**src/rtl/ex_operand_hold_pkg.sv**
```systemverilog
// Shared encodings for the EX-stage operand forward/hold block: hazard flag
// bit positions, ALU operand select codes and the hold FSM states.
package ex_operand_hold_pkg;

  localparam int unsigned FWD_FLAG_W = 3;
  localparam int unsigned ALU_SEL_W  = 2;

  // Bit positions inside forward_detect_EX_rs1/rs2; bit 0 is not a forward source
  localparam int unsigned FORWARD_COLLISION_IN_MEM = 1;
  localparam int unsigned FORWARD_COLLISION_IN_WB  = 2;

  typedef enum logic [ALU_SEL_W-1:0] {
    RS1_SEL_REG      = 2'd0,
    RS1_SEL_PC       = 2'd1,
    RS1_SEL_ZERO     = 2'd2,
    RS1_SEL_ZERO_ALT = 2'd3
  } alu_sel_rs1_e;

  typedef enum logic [ALU_SEL_W-1:0] {
    RS2_SEL_REG     = 2'd0,
    RS2_SEL_IMM     = 2'd1,
    RS2_SEL_LINK    = 2'd2,
    RS2_SEL_IMM_ALT = 2'd3
  } alu_sel_rs2_e;

  typedef enum logic {
    ST_FREE = 1'b0,
    ST_HELD = 1'b1
  } hold_state_e;

endpackage

```
**src/rtl/operand_forward_lane.sv**
```systemverilog
// One operand lane: MEM/WB/register-file priority mux plus the hold register
// that freezes the forwarded value while the EX instruction is stalled.
module operand_forward_lane
  import ex_operand_hold_pkg::*;
#(
  parameter int unsigned DATA_WIDTH = 32
) (
  input  logic                  clk,
  input  logic                  rst_n,
  input  logic [FWD_FLAG_W-1:0] fwd_flags,
  input  logic [DATA_WIDTH-1:0] rf_val,
  input  logic [DATA_WIDTH-1:0] mem_val,
  input  logic [DATA_WIDTH-1:0] wb_val,
  input  logic                  capture,
  input  logic                  clear,
  input  logic                  use_hold,
  output logic [DATA_WIDTH-1:0] fwd_val
);

  logic [DATA_WIDTH-1:0] live_val;
  logic [DATA_WIDTH-1:0] hold_q;
  logic                  unused_flags;

  // The non-forwarding flag bit is part of the bus but carries nothing here
  assign unused_flags = ^fwd_flags;

  // MEM is the younger producer, so it wins over WB
  always_comb begin
    live_val = rf_val;
    if (fwd_flags[FORWARD_COLLISION_IN_MEM]) begin
      live_val = mem_val;
    end else if (fwd_flags[FORWARD_COLLISION_IN_WB]) begin
      live_val = wb_val;
    end
  end

  always_ff @(posedge clk or negedge rst_n) begin
    if (!rst_n) begin
      hold_q <= '0;
    end else if (clear) begin
      hold_q <= '0;
    end else if (capture) begin
      hold_q <= live_val;
    end
  end

  assign fwd_val = use_hold ? hold_q : live_val;

endmodule

```
**src/rtl/ex_operand_hold.sv**
```systemverilog
// EX-stage operand selection: per-operand forwarding with a hold FSM that keeps
// forwarded values stable across stalls, followed by the ALU source muxes.
module ex_operand_hold
  import ex_operand_hold_pkg::*;
#(
  parameter int unsigned DATA_WIDTH     = 32,
  parameter int unsigned RS2_LINK_CONST = 4
) (
  input  logic                  clk,
  input  logic                  rst_n,
  input  logic                  stall_EX,
  input  logic                  flush_EX,
  input  logic [FWD_FLAG_W-1:0] forward_detect_EX_rs1,
  input  logic [FWD_FLAG_W-1:0] forward_detect_EX_rs2,
  input  logic [DATA_WIDTH-1:0] RD1D_ID_EX_o,
  input  logic [DATA_WIDTH-1:0] RD2D_ID_EX_o,
  input  logic [DATA_WIDTH-1:0] alu_res_EX_MEM_o,
  input  logic [DATA_WIDTH-1:0] result_WB,
  input  logic [DATA_WIDTH-1:0] pc_ID_EX_o,
  input  logic [DATA_WIDTH-1:0] imm_ID_EX_o,
  input  logic [ALU_SEL_W-1:0]  alu_sel_rs1_ID_EX_o,
  input  logic [ALU_SEL_W-1:0]  alu_sel_rs2_ID_EX_o,
  output logic [DATA_WIDTH-1:0] rs1_for_alu_res,
  output logic [DATA_WIDTH-1:0] rs2_for_alu_res,
  output logic [DATA_WIDTH-1:0] rs2_store_data_EX,
  output logic                  operand_held
);

  hold_state_e           state_q;
  hold_state_e           state_d;
  logic                  capture;
  logic                  clear;
  logic                  use_hold;
  logic [DATA_WIDTH-1:0] fwd_rs1;
  logic [DATA_WIDTH-1:0] fwd_rs2;

  always_ff @(posedge clk or negedge rst_n) begin
    if (!rst_n) begin
      state_q <= ST_FREE;
    end else begin
      state_q <= state_d;
    end
  end

  // Capture on the first stall edge; flush clears and frees from either state
  always_comb begin
    state_d = state_q;
    capture = 1'b0;
    clear   = 1'b0;
    case (state_q)
      ST_FREE: begin
        if (flush_EX) begin
          clear = 1'b1;
        end else if (stall_EX) begin
          capture = 1'b1;
          state_d = ST_HELD;
        end
      end
      ST_HELD: begin
        if (flush_EX) begin
          clear   = 1'b1;
          state_d = ST_FREE;
        end else if (!stall_EX) begin
          state_d = ST_FREE;
        end
      end
      default: state_d = ST_FREE;
    endcase
  end

  assign use_hold     = (state_q == ST_HELD);
  assign operand_held = use_hold;

  operand_forward_lane #(.DATA_WIDTH(DATA_WIDTH)) u_lane_rs1 (
    .clk      (clk),
    .rst_n    (rst_n),
    .fwd_flags(forward_detect_EX_rs1),
    .rf_val   (RD1D_ID_EX_o),
    .mem_val  (alu_res_EX_MEM_o),
    .wb_val   (result_WB),
    .capture  (capture),
    .clear    (clear),
    .use_hold (use_hold),
    .fwd_val  (fwd_rs1)
  );

  operand_forward_lane #(.DATA_WIDTH(DATA_WIDTH)) u_lane_rs2 (
    .clk      (clk),
    .rst_n    (rst_n),
    .fwd_flags(forward_detect_EX_rs2),
    .rf_val   (RD2D_ID_EX_o),
    .mem_val  (alu_res_EX_MEM_o),
    .wb_val   (result_WB),
    .capture  (capture),
    .clear    (clear),
    .use_hold (use_hold),
    .fwd_val  (fwd_rs2)
  );

  // PC, immediate and link constant bypass the hold path entirely
  always_comb begin
    rs1_for_alu_res = '0;
    case (alu_sel_rs1_e'(alu_sel_rs1_ID_EX_o))
      RS1_SEL_REG:      rs1_for_alu_res = fwd_rs1;
      RS1_SEL_PC:       rs1_for_alu_res = pc_ID_EX_o;
      RS1_SEL_ZERO:     rs1_for_alu_res = '0;
      RS1_SEL_ZERO_ALT: rs1_for_alu_res = '0;
      default:          rs1_for_alu_res = '0;
    endcase
  end

  always_comb begin
    rs2_for_alu_res = fwd_rs2;
    case (alu_sel_rs2_e'(alu_sel_rs2_ID_EX_o))
      RS2_SEL_REG:     rs2_for_alu_res = fwd_rs2;
      RS2_SEL_IMM:     rs2_for_alu_res = imm_ID_EX_o;
      RS2_SEL_LINK:    rs2_for_alu_res = DATA_WIDTH'(RS2_LINK_CONST);
      RS2_SEL_IMM_ALT: rs2_for_alu_res = imm_ID_EX_o;
      default:         rs2_for_alu_res = fwd_rs2;
    endcase
  end

  assign rs2_store_data_EX = fwd_rs2;

endmodule

```
**config.mk**
```make
export PLATFORM = sky130hd
export DESIGN_NAME = ex_operand_hold
export DESIGN_NICKNAME = d
export VERILOG_FILES = /design/src/rtl/ex_operand_hold_pkg.sv /design/src/rtl/operand_forward_lane.sv /design/src/rtl/ex_operand_hold.sv
export SDC_FILE = /design/constraint.sdc
export NUM_CORES = 1
export LEC_CHECK = 0
export ABC_AREA = 0
export BUFFER_PORTS_ARGS = -buffer_cell sky130_fd_sc_hd__buf_2
export CORE_ASPECT_RATIO = 1.5
export CORE_UTILIZATION = 32
export DETAILED_ROUTE_END_ITERATION = 12
export GPL_TIMING_DRIVEN = 0
export PLACE_DENSITY = 0.55
export SETUP_SLACK_MARGIN = 0.05
export SYNTH_ARGS = -nofsm -noshare
export SYNTH_HDL_FRONTEND = slang
export SYNTH_HIERARCHICAL = 1
export SYNTH_SLANG_ARGS = --single-unit
```
**constraint.sdc**
```tcl
create_clock -name clk -period 3.53 [get_ports clk]
set_input_delay 0.706 -clock clk [delete_from_list [all_inputs] [get_ports clk]]
set_output_delay 0.706 -clock clk [all_outputs]
set_load 0.005 [all_outputs]
```
Word-level counts from Yosys, hierarchy flattened
Index checks and enable logic that the tools add are counted.
{"block": "classes", "eq_ne": 6, "muxes": 16, "n_reduce_logical": 5}
{"operator": "$mux W32", "n": 10}
{"operator": "$pmux W32 S3", "n": 2}
{"operator": "$eq A2 B2 Y1 const B", "n": 4}
{"operator": "$eq A2 B1 Y1 const B", "n": 2}
{"operator": "$logic_not A2 Y1", "n": 2}
{"operator": "$mux W1", "n": 4}
{"operator": "$reduce_or A2 Y1", "n": 2}
{"operator": "$reduce_bool A2 Y1", "n": 1}
{"block": "word_totals", "ff_bits": 65, "inputBits": 206, "output_inout_bits": 97, "wordCells": 30}

Longest topological paths before layout
Gate-level depths: netlist of run 1.
{"block": "depth", "depth_word": 5, "ltp_mapped": 7}

Cells and area by module
Netlist of run 1, hierarchy kept.
{"mod": "operand_forward_lane", "n_inst": 2, "cells_each": 293, "area_each_um2": 2901.5, "seq_area_each_um2": 800.8}
{"mod": "ex_operand_hold", "n_inst": 1, "cells_each": 116, "area_each_um2": 928.4, "seq_area_each_um2": 25.0}

Least setup slack after synthesis of run 1
No wires, ideal clock.
{"block": "synth_path", "path_kind": "input -> output", "startpoint": "input port forward_detect_EX_rs2[2]", "endpoint": "output port rs2_for_alu_res[2]", "arrival_ps": 1714, "required_ps": 2824, "setup_slack_ps": 1110, "stages": 6, "path_buffers": 2, "cell_sequence": "buf_2 buf_4 mux2i_1 a211oi_1 nor2_1 o21ai_1"}
{"block": "synth_via", "elab_chain_len": 4}
{"element": "from (decl)", "line": "ex_operand_hold.sv:14", "text": "input logic [FWD_FLAG_W-1:0] forward_detect_EX_rs2,"}
{"element": "$mux W32", "line": "operand_forward_lane.sv:32", "text": "end else if (fwd_flags[FORWARD_COLLISION_IN_WB]) begin"}
{"element": "$mux W32", "line": "operand_forward_lane.sv:30", "text": "if (fwd_flags[FORWARD_COLLISION_IN_MEM]) begin"}
{"element": "$mux W32", "line": "operand_forward_lane.sv:47", "text": "assign fwd_val = use_hold ? hold_q : live_val;"}
{"element": "named net rs2_store_data_EX[2]", "line": "ex_operand_hold.sv:25", "text": "output logic [DATA_WIDTH-1:0] rs2_store_data_EX,"}
{"element": "$pmux W32 S3", "line": "ex_operand_hold.sv:114", "text": "case (alu_sel_rs2_e'(alu_sel_rs2_ID_EX_o))"}
{"element": "to (decl)", "line": "ex_operand_hold.sv:24", "text": "output logic [DATA_WIDTH-1:0] rs2_for_alu_res,"}
The timed path passes the listed nets, and every way through them passes these cells.

Worst setup path after layout of run 1
{"block": "layout_path", "startpoint": "register state_q, in the netlist operand_held", "endpoint": "output port rs2_for_alu_res[10]"}
{"block": "layout_via", "elab_chain_len": 2}
{"element": "from (decl)", "line": "ex_operand_hold.sv:29", "text": "hold_state_e state_q;"}
{"element": "from (signal assigned)", "line": "ex_operand_hold.sv:41", "text": "state_q <= state_d;"}
{"element": "$mux W32", "line": "operand_forward_lane.sv:47"}
{"element": "$pmux W32 S3", "line": "ex_operand_hold.sv:114"}
Every way passes these cells.

==> results.py, run 1 <==
metrics = {
    "status": {
        "status": "complete, no violations",
    },
    "timing": {
        "slew_headroom": 0.349,
        "skew_ns": 0.00696,
        "slew_violations": 0,
        "fin_ws_ns": 0.365,
        "grt_setup_unrepaired": "false",
        "setup_viol": 0,
        "setup_tns_ns": 0,
        "hold_violations": 0,
        "period_minus_slack_ns": 3.17,
        "post-route-period-util": 0.897,
        "fmax_ghz": 0.316,
        "tightest_slew_ns": 0.977,
    },
    "die": {
        "die-area_um2": 21600,
        "die_h_um": 180,
        "die_w_um": 120,
        "core_area_um2": 20500,
        "ios": 303,
        "fp-row-count": 64,
        "start_util": 0.328,
    },
    "power": {
        "pwr-share-comb": 0.346,
        "p_per_area_nw_per_um2": 297,
        "pwr-share-clk": 0.349,
        "seqPwrFrac": 0.305,
        "switching_share": 0.336,
        "switchingPower_mw": 0.884,
        "power.internal_mw": 1.75,
        "p_leak_nw": 4.10,
        "ir_worst_vdd_uv": 226,
    },
    "detailed_routing": {
        "firstDrtPassIters": 5,
        "routedWlPerCell_um": 23.0,
        "routed_via_density": 5.48,
        "detail_route.drc_violations": 0,
        "ant_nets": 0,
        "vias": 7018,
        "drtIter0Drc": 264,
        "finalWirelength_um": 29400,
    },
    "placed_design": {
        "port_buffers": 296,
        "place_area_um2": 8570,
        "dpl.cell_count": 1263,
        "place_congestion": 0.866,
        "dp_hpwl_um": 21900,
        "pre_cts_slack_ns": 0.627,
    },
    "global_route": {
        "grt_util_met2": 0.496,
        "grt_max_degree": 63,
        "grt_pass1_wl_um": 43200,
        "grt_pass1_vias": 7152,
        "grt_use_total": 0.269,
        "use_met1": 0.316,
        "grt_overflow_total": 0,
        "grt.busiest_layer": "met2",
        "grt_use_met3": 0.0355,
        "antenna_found_initial": 1,
    },
    "setup_path": {
        "required_ns": 2.82,
        "critPathLaunchType": "flip-flop",
        "critical_path_arrival_ns": 2.46,
        "cp_slowest_cell": "clkbuf_1",
        "worstPathCellList": "buf_2 > clkbuf_1 > nor3b_1 > a211oi_1 > a22o_1 > buf_2",
        "cpMostUsedCell": "buf_2",
        "critPathKind": "reg -> out",
        "max_stage_delay_ns": 0.56,
        "cp_max_fo": 10,
        "end_kind": "output pin",
    },
    "synth": {
        "synth_compound_area_frac": 0.251,
        "synth_top_area_share": 0.242,
        "ys_top_cells_by_area": "dfrtp_1 (24%), mux2i_1 (14%), o221ai_2 (13%), or3b_2 (7.3%), a211oi_1 (7.1%)",
        "syn_area_per_cell_um2": 9.59,
        "yosysTopAreaCell": "dfrtp_1",
        "synth_xor_xnor_area_share": 0,
        "yosysUniqueCellTypes": 23,
        "yosys_warnings": 6,
        "yosys.area_share.simple": 0.280,
        "syn_area_um2": 6730,
        "synthAdderAreaFrac": 0,
        "seq_area_frac_synth": 0.242,
        "syn_nets": 908,
        "synth_top_family_by_area": "simple AND/OR/NAND/NOR gates",
        "synthCells": 702,
        "ys_ff_latch": 65,
        "synthMuxAreaShare": 0.143,
    },
    "cts": {
        "cts_root_buffer": "clkbuf_16",
        "clk_latency_ns": 0.33,
        "numCtsBuffers": 9,
        "cts_tree": "done",
        "clkTransAtPathRegs_ns": 0.06,
        "clock_path_buffers": 2,
        "postCtsHoldBufs": 0,
        "h-tree-depth": 3,
        "post_cts_resize_count": 0,
        "clock-sinks": 65,
        "post-cts-setup-buffers": 0,
    },
    "layout": {
        "postLayoutCellArea_um2": 8870,
        "fin_cells": 1280,
        "drive_above_1_share": 0.467,
        "fin_nets": 1216,
        "syn_to_final_growth_pct": 31.8,
    },
    "hold_path": {
        "hold_path_class": "in -> async",
    },
    "flow_run": {
        "max_cap_viol_count": 0,
    },
}
## state kept, by name (all words and copies together), names as in the netlist
signal,count
u_lane_rs2/hold_q,32
operand_held,1
u_lane_rs1/hold_q,32
## power groups by stage
stage          Clock (mW)  Combinational, mW  Sequential [mW]
4_1_cts             0.936              0.918            0.802
3_3_place_gp            0              0.903            0.814
5_1_grt             0.960              0.987            0.806
3_5_place_dp            0              0.915            0.815
2_1_floorplan           0              0.493            0.809
6_report            0.918              0.911            0.802
## logic make-up (layout without fill, tap and decap cells)
family / after synthesis / count (layout)
buffers and inverters: 82 / 395
DFF: 65 / 65
other: 0 / 1
AOI/OAI and AO/OA: 160 / 160
and+or+nand+nor: 299 / 299
muxes: 96 / 96
## layout by cell type, fill, tap and decap left out, types with 4 or more instances in the layout
cell       netlist  layout
buf_2           21     316
mux2i_1         96      96
nor2b_1         66      66
dfrtp_1         65      65
nor3b_1         64      64
a211oi_1        64      64
nand2_1         63      63
o221ai_2        60      60
or3b_2          56      56
clkbuf_1        35      36
nor2_1          35      35
a22o_1          31      31
buf_4           10      11
buf_12           9       9
clkbuf_16        0       9
or3b_1           8       8
nand2b_1         4       4
o221ai_1         4       4
## area by class of cell
cell class	count	area [um2]
fillers	2198	11600
multi-input cells	555	4540
flip-flops and latches	65	1630
repair buffers	297	1510
plain buffers	82	567
well taps	264	330
clock buffers	11	243
clock inverters	5	55.1
diodes	1	2.50
## path summary, 6_finish.rpt
path | startpoint | slack (ns) | endpoint | cells after the start
min in group clk | u_lane_rs2/hold_q[29] | 0.59 | u_lane_rs2/hold_q[29] | 2
max in group asynchronous | rst_n | 2.82 | u_lane_rs2/hold_q[15] | 2
hold / removal | rst_n | 0.17 | u_lane_rs2/hold_q[4] | 1
setup / recovery | operand_held | 0.36 | rs2_for_alu_res[10] | 6
setup reg to reg | operand_held | 1.48 | u_lane_rs2/hold_q[20] | 6
hold reg to reg | u_lane_rs2/hold_q[29] | 0.59 | u_lane_rs2/hold_q[29] | 2
## worst max-delay path: cells and delay by family (launching register included)
family | cells | cell delay, ns
simple gates | 1 | 0.12
buf+inv | 3 | 0.93
flops | 1 | 0.40
compound gates | 2 | 0.68
## metrics by stage
stage | power, mW | utilization | hold slack [ns]
after floorplan | 1.30 | - | 0.410
after global placement | 1.72 | 0.417 | 0.569
after detailed placement | 1.73 | 0.418 | 0.519
after CTS | 2.66 | 0.433 | 0.153
after global routing | 2.75 | 0.433 | 0.152
final | 2.63 | 0.433 | 0.166
## routing by layer
metal / wire length [um] / part of all wire / vias to the layer above
li1: - / - / 3278
met3: 1590 / 0.054 / 39
met2: 15300 / 0.52 / 271
met4: 729 / 0.025 / 0
met5: 0 / 0 / -
met1: 11700 / 0.40 / 3430
## synth_stat cells, drive strengths merged
library cell and n:
a211oi 64, a22o 31, buf 47, clkbuf 35, dfrtp 65, mux2i 96
nand2 63, nand2b 4, nand4b 2, nor2 36, nor2b 66, nor3b 64
o21ai 1, o221ai 64, or3b 64
(Power assumes the default switching activity.)
==> run 2: changes to the inputs <==
--- a/config.mk
+++ b/config.mk
@@ -6,8 +6,9 @@
 export NUM_CORES = 1
 export LEC_CHECK = 0
 export ABC_AREA = 0
-export BUFFER_PORTS_ARGS = -buffer_cell sky130_fd_sc_hd__buf_2
+export BUFFER_PORTS_ARGS = -buffer_cell sky130_fd_sc_hd__buf_4
 export CORE_ASPECT_RATIO = 1.5
+export CORE_MARGIN = 2
 export CORE_UTILIZATION = 32
 export DETAILED_ROUTE_END_ITERATION = 12
 export GPL_TIMING_DRIVEN = 0
==> results.py, run 2 (same netlist as run 1, synthesis figures left out) <==
metrics = {
    "cts": {
        "postCtsHoldBufs": 0,
        "clk_latency_ns": 0.34,
        "post-cts-setup-buffers": 0,
        "clock-sinks": 65,
        "h-tree-depth": 3,
        "clkTransAtPathRegs_ns": 0.06,
        "numCtsBuffers": 9,
        "post_cts_resize_count": 0,
        "cts_root_buffer": "clkbuf_16",
        "clock_path_buffers": 2,
        "cts_tree": "done",
    },
    "timing": {
        "fmax_ghz": 0.315,
        "slew_violations": 0,
        "post-route-period-util": 0.900,
        "skew_ns": 0.00549,
        "setup_tns_ns": 0,
        "period_minus_slack_ns": 3.18,
        "tightest_slew_ns": 0.946,
        "setup_viol": 0,
        "grt_setup_unrepaired": "false",
        "slew_headroom": 0.369,
        "hold_violations": 0,
    },
    "setup_path": {
        "cp_max_fo": 10,
        "crit_buf_inv": 3,
        "ff2ff_path_depth": 6,
        "worst_path_dominant_cell_family": "buffers and inverters",
        "crit_start": "operand_held",
        "cp_slowest_cell": "clkbuf_1",
        "worstReg2RegStart": "operand_held",
        "worstPathCellList": "buf_2 > clkbuf_1 > nor3b_1 > a211oi_1 > a22o_1 > buf_4",
        "endpoint": "rs2_for_alu_res[26]",
        "critPathKind": "reg -> out",
        "end_kind": "output pin",
        "cp_num_cells": 6,
        "critPathLaunchType": "flip-flop",
        "required_ns": 2.82,
        "rrSetupSlack_ns": 1.40,
        "max_stage_delay_ns": 0.57,
        "critical_path_arrival_ns": 2.47,
        "reg2reg_to": "u_lane_rs2/hold_q[6]",
    },
    "die": {
        "fp-row-count": 65,
        "die_h_um": 182,
        "ios": 303,
        "die_w_um": 122,
        "core_area_um2": 20800,
        "die-area_um2": 22200,
        "start_util": 0.323,
    },
    "layout": {
        "layout_common_cells": "buf_4 (306), mux2i_1 (96), nor2b_1 (66), dfrtp_1 (65)",
        "postLayoutCellArea_um2": 9560,
        "syn_to_final_growth_pct": 42.1,
        "fin_nets": 1215,
        "drive_above_1_share": 0.465,
        "final_common_cell": "buf_4",
        "diodes": 0,
    },
    "placed_design": {
        "port_buffers": 296,
        "place_congestion": 0.830,
        "dp_hpwl_um": 22900,
        "place_area_um2": 9290,
    },
    "power": {
        "p_leak_nw": 4.31,
        "ir_worst_vdd_uv": 168,
        "p_per_area_nw_per_um2": 282,
    },
    "global_route": {
        "grt_pass1_vias": 7378,
        "grt_pass1_wl_um": 45100,
        "antenna_found_initial": 0,
        "grt_overflow_total": 0,
        "grt_use_total": 0.274,
        "grt_max_degree": 66,
    },
    "detailed_routing": {
        "vias": 6982,
        "ant_nets": 0,
        "firstDrtPassIters": 4,
        "drtIter0Drc": 328,
        "finalWirelength_um": 30600,
        "detail_route.drc_violations": 0,
        "routedWlPerCell_um": 23.9,
        "routed_via_density": 5.45,
    },
    "flow_run": {
        "max_cap_viol_count": 0,
    },
    "hold_path": {
        "hold_path_class": "in -> async",
    },
    "status": {
        "status": "complete, no violations",
    },
}
run 2: worst min-delay path by stage:
stage / start / to / cells past startpoint
6_report: rst_n / u_lane_rs2/hold_q[4] / 1
5_1_grt: rst_n / u_lane_rs2/hold_q[4] / 1
4_1_cts: rst_n / u_lane_rs2/hold_q[4] / 1
3_5_place_dp: u_lane_rs2/hold_q[29] / u_lane_rs2/hold_q[29] / 2
3_3_place_gp: u_lane_rs2/hold_q[29] / u_lane_rs2/hold_q[29] / 2
2_1_floorplan: rst_n / operand_held / 0
run 2: per-stage QoR:
| step | cells | utilization | hold WS [ns] | setup slack (ns) | power (mW) |
|---|---|---|---|---|---|
| after floorplan | 702 | - | 0.410 | 1.11 | 1.30 |
| final | 1282 | 0.459 | 0.470 | 0.352 | 2.70 |
| after detailed placement | 1266 | 0.446 | 0.577 | 0.624 | 1.85 |
| after global routing | 1282 | 0.459 | 0.564 | 0.237 | 2.83 |
| after CTS | 1282 | 0.459 | 0.535 | 0.342 | 2.72 |
| after global placement | 1266 | 0.446 | 0.576 | 0.641 | 1.84 |
run 2: area by class of cell:
class                   count  area (um2)
flip-flops and latches     65        1630
multi-input cells         555        4540
fillers                  2177       11300
well taps                 268         335
clock buffers              13         260
repair buffers            296        2220
clock inverters             3        15.0
plain buffers              82         567
run 2: report_power, final:
part	total [mW]	switching [mW]	leakage (nW)	internal, mW
logic	1.03	0.520	3.29	0.510
registers	0.803	0.0192	0.887	0.783
clock network	0.867	0.355	0.139	0.511
run 2: layer usage:
layer | part of all wire | GRT usage | wire, um | up-vias
met4 | 0.020 | 0.0731 | 604 | 0
met5 | 0 | 0 | 0 | -
met1 | 0.39 | 0.321 | 12100 | 3425
met2 | 0.54 | 0.512 | 16600 | 238
li1 | - | - | - | 3280
met3 | 0.043 | 0.0355 | 1310 | 39
